`src/rtl/xor_mix_pkg.sv`:
```
// Shared defaults and stage-1 bundle for the xor_mix_pipe block.
// Optional parity output is enabled with XOR_MIX_PARITY_EN.
package xor_mix_pkg;

  localparam int IN_W_D  = 3;
  localparam int KEY_W_D = 7;
  localparam int OUT_W_D = 20;
  localparam int CNT_W_D = 16;

  localparam logic [KEY_W_D-1:0] KEY_D  = 7'd6;
  localparam logic [KEY_W_D-1:0] MASK_D = 7'd0;

  typedef struct packed {
    logic [KEY_W_D-1:0] k;
    logic               acc;
  } s1_t;

endpackage

```
`src/rtl/xor_mix_core.sv`:
```
// Combinational k -> r mixing function:
// r = zext(k) + ~zext(k & MASK), computed at OUT_W bits.
module xor_mix_core
  import xor_mix_pkg::*;
#(
  parameter int                KEY_W = KEY_W_D,
  parameter int                OUT_W = OUT_W_D,
  parameter logic [KEY_W-1:0]  MASK  = MASK_D
) (
  input  logic [KEY_W-1:0] k,
  output logic [OUT_W-1:0] r
);

  logic [OUT_W-1:0] kz;
  logic [OUT_W-1:0] mz;

  assign kz = OUT_W'(k);
  assign mz = OUT_W'(k & MASK);
  // Complement taken after widening so upper bits become ones.
  assign r  = kz + ~mz;

endmodule

```
`src/rtl/xor_mix_pipe.sv`:
```
// Two-stage valid/ready XOR-mix pipeline with accumulator and beat counter.
// Define XOR_MIX_PARITY_EN to add the registered out_parity port.
module xor_mix_pipe
  import xor_mix_pkg::*;
#(
  parameter int                IN_W  = IN_W_D,
  parameter int                KEY_W = KEY_W_D,
  parameter int                OUT_W = OUT_W_D,
  parameter logic [KEY_W-1:0]  KEY   = KEY_D,
  parameter logic [KEY_W-1:0]  MASK  = MASK_D,
  parameter int                CNT_W = CNT_W_D
) (
  input  logic             clk,
  input  logic             rst_n,
  input  logic             in_valid,
  output logic             in_ready,
  input  logic [IN_W-1:0]  in_data,
  input  logic             in_acc,
  input  logic             acc_clr,
  output logic             out_valid,
  input  logic             out_ready,
  output logic [OUT_W-1:0] out_data,
`ifdef XOR_MIX_PARITY_EN
  output logic             out_parity,
`endif
  output logic [CNT_W-1:0] beat_cnt
);

  if (KEY_W != KEY_W_D) begin : g_key_w_chk
    $error("xor_mix_pipe: KEY_W must match s1_t key width");
  end

  s1_t              s1_q;
  s1_t              s1_d;
  logic             s1_valid;
  logic             s2_load;
  logic             in_fire;
  logic [OUT_W-1:0] r;
  logic [OUT_W-1:0] acc;
  logic [OUT_W-1:0] acc_base;
  logic [OUT_W-1:0] acc_sum;
  logic [OUT_W-1:0] res;

  assign s2_load  = s1_valid && (!out_valid || out_ready);
  assign in_ready = !s1_valid || s2_load;
  assign in_fire  = in_valid && in_ready;

  assign s1_d.k   = KEY_W'(in_data) ^ KEY;
  assign s1_d.acc = in_acc;

  xor_mix_core #(
    .KEY_W (KEY_W),
    .OUT_W (OUT_W),
    .MASK  (MASK)
  ) u_core (
    .k (s1_q.k),
    .r (r)
  );

  // A clear in the same cycle as an accumulating load restarts from r.
  assign acc_base = acc_clr ? '0 : acc;
  assign acc_sum  = acc_base + r;
  assign res      = s1_q.acc ? acc_sum : r;

  always_ff @(posedge clk or negedge rst_n) begin
    if (!rst_n) begin
      s1_q      <= '0;
      s1_valid  <= 1'b0;
      out_valid <= 1'b0;
      out_data  <= '0;
      acc       <= '0;
      beat_cnt  <= '0;
    end else begin
      if (in_fire) begin
        s1_q     <= s1_d;
        s1_valid <= 1'b1;
      end else if (s2_load) begin
        s1_valid <= 1'b0;
      end

      if (s2_load) begin
        out_valid <= 1'b1;
        out_data  <= res;
      end else if (out_ready) begin
        out_valid <= 1'b0;
      end

      if (s2_load && s1_q.acc) begin
        acc <= acc_sum;
      end else if (acc_clr) begin
        acc <= '0;
      end

      if (out_valid && out_ready) begin
        beat_cnt <= beat_cnt + CNT_W'(1);
      end
    end
  end

`ifdef XOR_MIX_PARITY_EN
  always_ff @(posedge clk or negedge rst_n) begin
    if (!rst_n) begin
      out_parity <= 1'b0;
    end else if (s2_load) begin
      out_parity <= ^res;
    end
  end
`endif

endmodule
```
`config.mk`:
```
export PLATFORM = sky130hd
export DESIGN_NAME = xor_mix_pipe
export DESIGN_NICKNAME = d
export VERILOG_FILES = /design/src/rtl/xor_mix_pkg.sv /design/src/rtl/xor_mix_core.sv /design/src/rtl/xor_mix_pipe.sv
export SDC_FILE = /design/constraint.sdc
export NUM_CORES = 1
export LEC_CHECK = 0
export ABC_AREA = 1
export ABC_CLOCK_PERIOD_IN_PS = 5700
export CAP_MARGIN = 20
export CORE_ASPECT_RATIO = 1.75
export CORE_MARGIN = 2
export CORE_UTILIZATION = 46
export CTS_CLUSTER_DIAMETER = 120
export DETAILED_ROUTE_END_ITERATION = 10
export PLACE_DENSITY = 0.7
export SYNTH_ARGS = -nofsm -noshare
export SYNTH_HDL_FRONTEND = slang
export SYNTH_HIERARCHICAL = 1
export SYNTH_SLANG_ARGS = --single-unit
```
`constraint.sdc`:
```
create_clock -name clk -period 5.7 [get_ports clk]
set_input_delay 1.14 -clock clk [delete_from_list [all_inputs] [get_ports clk]]
set_output_delay 1.14 -clock clk [all_outputs]
set_load 0.01 [all_outputs]
```
==> impl_metrics.env <==
export IMPL_outcome="complete, no violations"
export IMPL_synth_cells=563
export IMPL_setup_violations=0
export IMPL_clk_pin_slew_ns=0.05
export IMPL_cts_tree="built"
export IMPL_gp_congestion=0.9081
export IMPL_hold_buffers=0
export IMPL_pwr_share_comb=0.274
export IMPL_dp_hpwl_um=7013
export IMPL_antenna_found_initial=0
export IMPL_first_global_vias=3521
export IMPL_yosysUniqueCellTypes=33
export IMPL_seqPwrFrac=0.370
export IMPL_worstMarginPinSlew_ns=0.9965
export IMPL_whs_ns=0.5002
export IMPL_wl_um=9735
export IMPL_groute_usage_overall=0.2177
export IMPL_swShare=0.3228
export IMPL_cts_buffers=9
export IMPL_whs_path_depth=1
export IMPL_cts_max_level=3
export IMPL_avgSynthCellArea_um2=7.269
export IMPL_drt_iter0_markers=142
export IMPL_syn_area_um2=4093
export IMPL_min_period_ns=3.747
export IMPL_grt_overflow=0
export IMPL_fmax_mhz=266.9
export IMPL_drt_wirelength_per_cell_um=13.28
export IMPL_endpoint_kind="flop"
export IMPL_rows=45
export IMPL_cp_max_fo=20
export IMPL_fillers=851
export IMPL_max_slew_margin_rel=0.3349
export IMPL_critPathRequiredTime_ns=5.92
export IMPL_areaGrowthSynthToFinish_pct=19.99
export IMPL_top_layer="met4"
export IMPL_grt_pass1_wl_um=16060
export IMPL_peakVddDrop_mv=0.1779
export IMPL_slew_violations=0
export IMPL_worst_path_largest_cell_delay_ns=0.87
export IMPL_dr_wl_met3_um=324
export IMPL_hold_class="flop to flop"
export IMPL_synth_seq_cells=62
export IMPL_stdcell_area_um2=4911
export IMPL_netlist_top_cells_area="dfrtp_1, nand2_1, inv_1"
export IMPL_cts_sinks=62
export IMPL_core_area_um2=8671
export IMPL_dr_wl_met2_um=5353
export IMPL_die_x_um=75.30
export IMPL_ios=47
export IMPL_crit_path_cell_trace="clkdlybuf4s50_1 -> nor2_1 -> ha_1 -> inv_1 -> fa_1 -> inv_1 -> nand3_1 -> nand3_1 -> nand2_1 -> nand2_1 -> nand2_1 -> nand2_1 -> nand2_1 -> nand3_1 -> nand2_1"
export IMPL_multi_input_area_um2=2148
export IMPL_initial_core_util=0.4720
export IMPL_placed_area_um2=4618
export IMPL_cp_slowest_cell="clkdlybuf4s50_1"
export IMPL_p_leak_nw=2.642
export IMPL_io_buffers=46
export IMPL_r2r_cells=13
export IMPL_cap_viol_max_count=0
export IMPL_cts_root_buffer="clkbuf_16"
export IMPL_cp_start_kind="primary input"
export IMPL_yosysSeqAreaShare=0.3791
export IMPL_r2r_slack_ns=2.47
export IMPL_nets=642
export IMPL_critPathKind="primary input to flop"
export IMPL_internal_power_w=0.001031
export IMPL_ctsResizeCount=0
export IMPL_finalSetupTns_ns=0
export IMPL_postCtsSetupBuffers=0
export IMPL_dieArea_um2=9697
export IMPL_synth_top_area_frac=0.3791
export IMPL_grt_setup_unrepaired="no"
export IMPL_drcViolationCount=0
export IMPL_drt_met1_wl_um=3763
export IMPL_cp_common_cell="nand2_1"
export IMPL_clock_path_buffers=2
export IMPL_hold_end="beat_cnt[12]"
export IMPL_yosysWarnings=6
export IMPL_firstDrtPassIters=4
export IMPL_fin_skew_ns=0.006855
export IMPL_clkLatencyLatePin_ns=0.33
export IMPL_drive_above_1_share=0.06006
export IMPL_worstReg2RegStart="s1_q[1]"
export IMPL_ant_nets=0
export IMPL_p_sw_w=0.0004915
export IMPL_diodes=0
export IMPL_synth_top_area_cell="dfrtp_1"
export IMPL_via_count=3618
export IMPL_final_hold_viol_count=0
export IMPL_chipHeight_um=128.8
export IMPL_power_per_cell_area_nw_per_um2=310.0
export IMPL_regArea_um2=1551
export IMPL_post_route_period_util=0.6573
export IMPL_grt_max_degree=63
export IMPL_viasPerCell=4.936
export IMPL_critPathArrivalTime_ns=3.96
export IMPL_worstReg2RegEnd="acc[17]"
export IMPL_p_clk_frac=0.356
export IMPL_min_from="beat_cnt[12]"
==> per-layer routing <==
metal  up-vias  GRT usage
li1       1840          -
met5         -          0
met3        22    0.03602
met4         0    0.09804
met1      1686     0.2344
met2        70     0.3985
==> worst max-delay path by stage <==
stage	from	end	cells after the start	slack [ns]
2_1_floorplan	acc_clr	acc[16]	16	2.62
5_1_grt	acc_clr	out_data[16]	15	1.70
6_report	acc_clr	acc[12]	15	1.95
4_1_cts	acc_clr	acc[12]	15	2.00
3_5_place_dp	acc_clr	out_data[16]	15	1.66
3_3_place_gp	acc_clr	out_data[12]	15	1.77
==> Yosys cell counts <==
library cell	n
o21ai_0	8
mux2_2	1
and2_1	4
nor3_4	1
clkinv_1	3
o21ai_1	3
nand2_2	2
inv_1	75
xnor2_1	8
nand2_1	188
clkinv_2	1
nor2_2	3
o21bai_1	2
nor2_1	45
xor2_1	16
inv_2	3
conb_1	1
nor2_4	4
fa_1	1
nand3_1	43
nand3_2	2
ha_1	21
clkbuf_1	3
nor3_1	2
a21oi_1	21
buf_2	6
dfrtp_1	62
nand2_4	3
o211ai_1	1
nand4_1	6
a22o_1	9
buf_4	11
nand3b_1	4
==> worst max-delay path, delay by kind of cell <==
family | cells | cell delay, ns
adders and majority gates | 2 | 0.61
buffers and inverters | 3 | 1.05
and+or+nand+nor | 10 | 1.17
==> placed cells by master, fill, tap and decap left out, types with 4 or more instances in the layout <==
| cell type | instances |
|---|---|
| nand2_1 | 188 |
| inv_1 | 75 |
| dfrtp_1 | 62 |
| clkdlybuf4s50_1 | 45 |
| nor2_1 | 44 |
| nand3_1 | 43 |
| a21oi_1 | 21 |
| ha_1 | 21 |
| xor2_1 | 16 |
| conb_1 | 11 |
| a22o_1 | 9 |
| clkbuf_16 | 9 |
| o21ai_0 | 8 |
| xnor2_1 | 8 |
| nand4_1 | 6 |
| and2_1 | 4 |
| nor2_4 | 4 |
| nand3b_1 | 4 |
| nor2_2 | 4 |
| clkinvlp_4 | 4 |
==> metrics by stage <==
step                setup WS [ns]  instances    util  total power [W]
detailed placement          1.664        717  0.5326        0.0009879
finish                      1.953        733  0.5664         0.001522
floorplan                   2.623        573       -        0.0008134
global route                1.697        733  0.5664         0.001599
CTS                         1.998        733  0.5664         0.001536
global placement            1.775        717  0.5326        0.0009824
==> logic make-up after synthesis <==
group / after synthesis / share of synthesized area
AO/OA/AOI/OAI: 44 / 0.06389
buffers and inverters: 102 / 0.1058
adder cells (fa/ha/maj): 22 / 0.06909
other: 1 / 0.0009163
multiplexers: 1 / 0.002751
XOR/XNOR: 24 / 0.05136
AND/OR/NAND/NOR: 307 / 0.3271
flip-flops: 62 / 0.3791
==> power by group through the flow <==
stage / clock [W] / sequential, W / combinational [W]
after CTS: 0.000551 / 0.000565 / 0.000420
after floorplan: 0 / 0.000588 / 0.000226
after global routing: 0.000568 / 0.000572 / 0.000460
after detailed placement: 0 / 0.000571 / 0.000417
after global placement: 0 / 0.000569 / 0.000413
final: 0.000542 / 0.000563 / 0.000417
==> state kept, by name, indices dropped and copies added (netlist names) <==
| register | count |
|---|---|
| acc | 20 |
| beat_cnt | 16 |
| out_data | 20 |
| out_valid | 1 |
| s1_q | 4 |
| s1_valid | 1 |
==> layout make-up <==
cell class	count	area share
multi-input cells	409	0.4375
flip-flops and latches	62	0.3159
well taps	117	0.02981
repair buffers	47	0.09427
inverters	82	0.06293
clock inverters	5	0.01223
clock buffers	11	0.04739
Power figures use the tool's default switching activity.
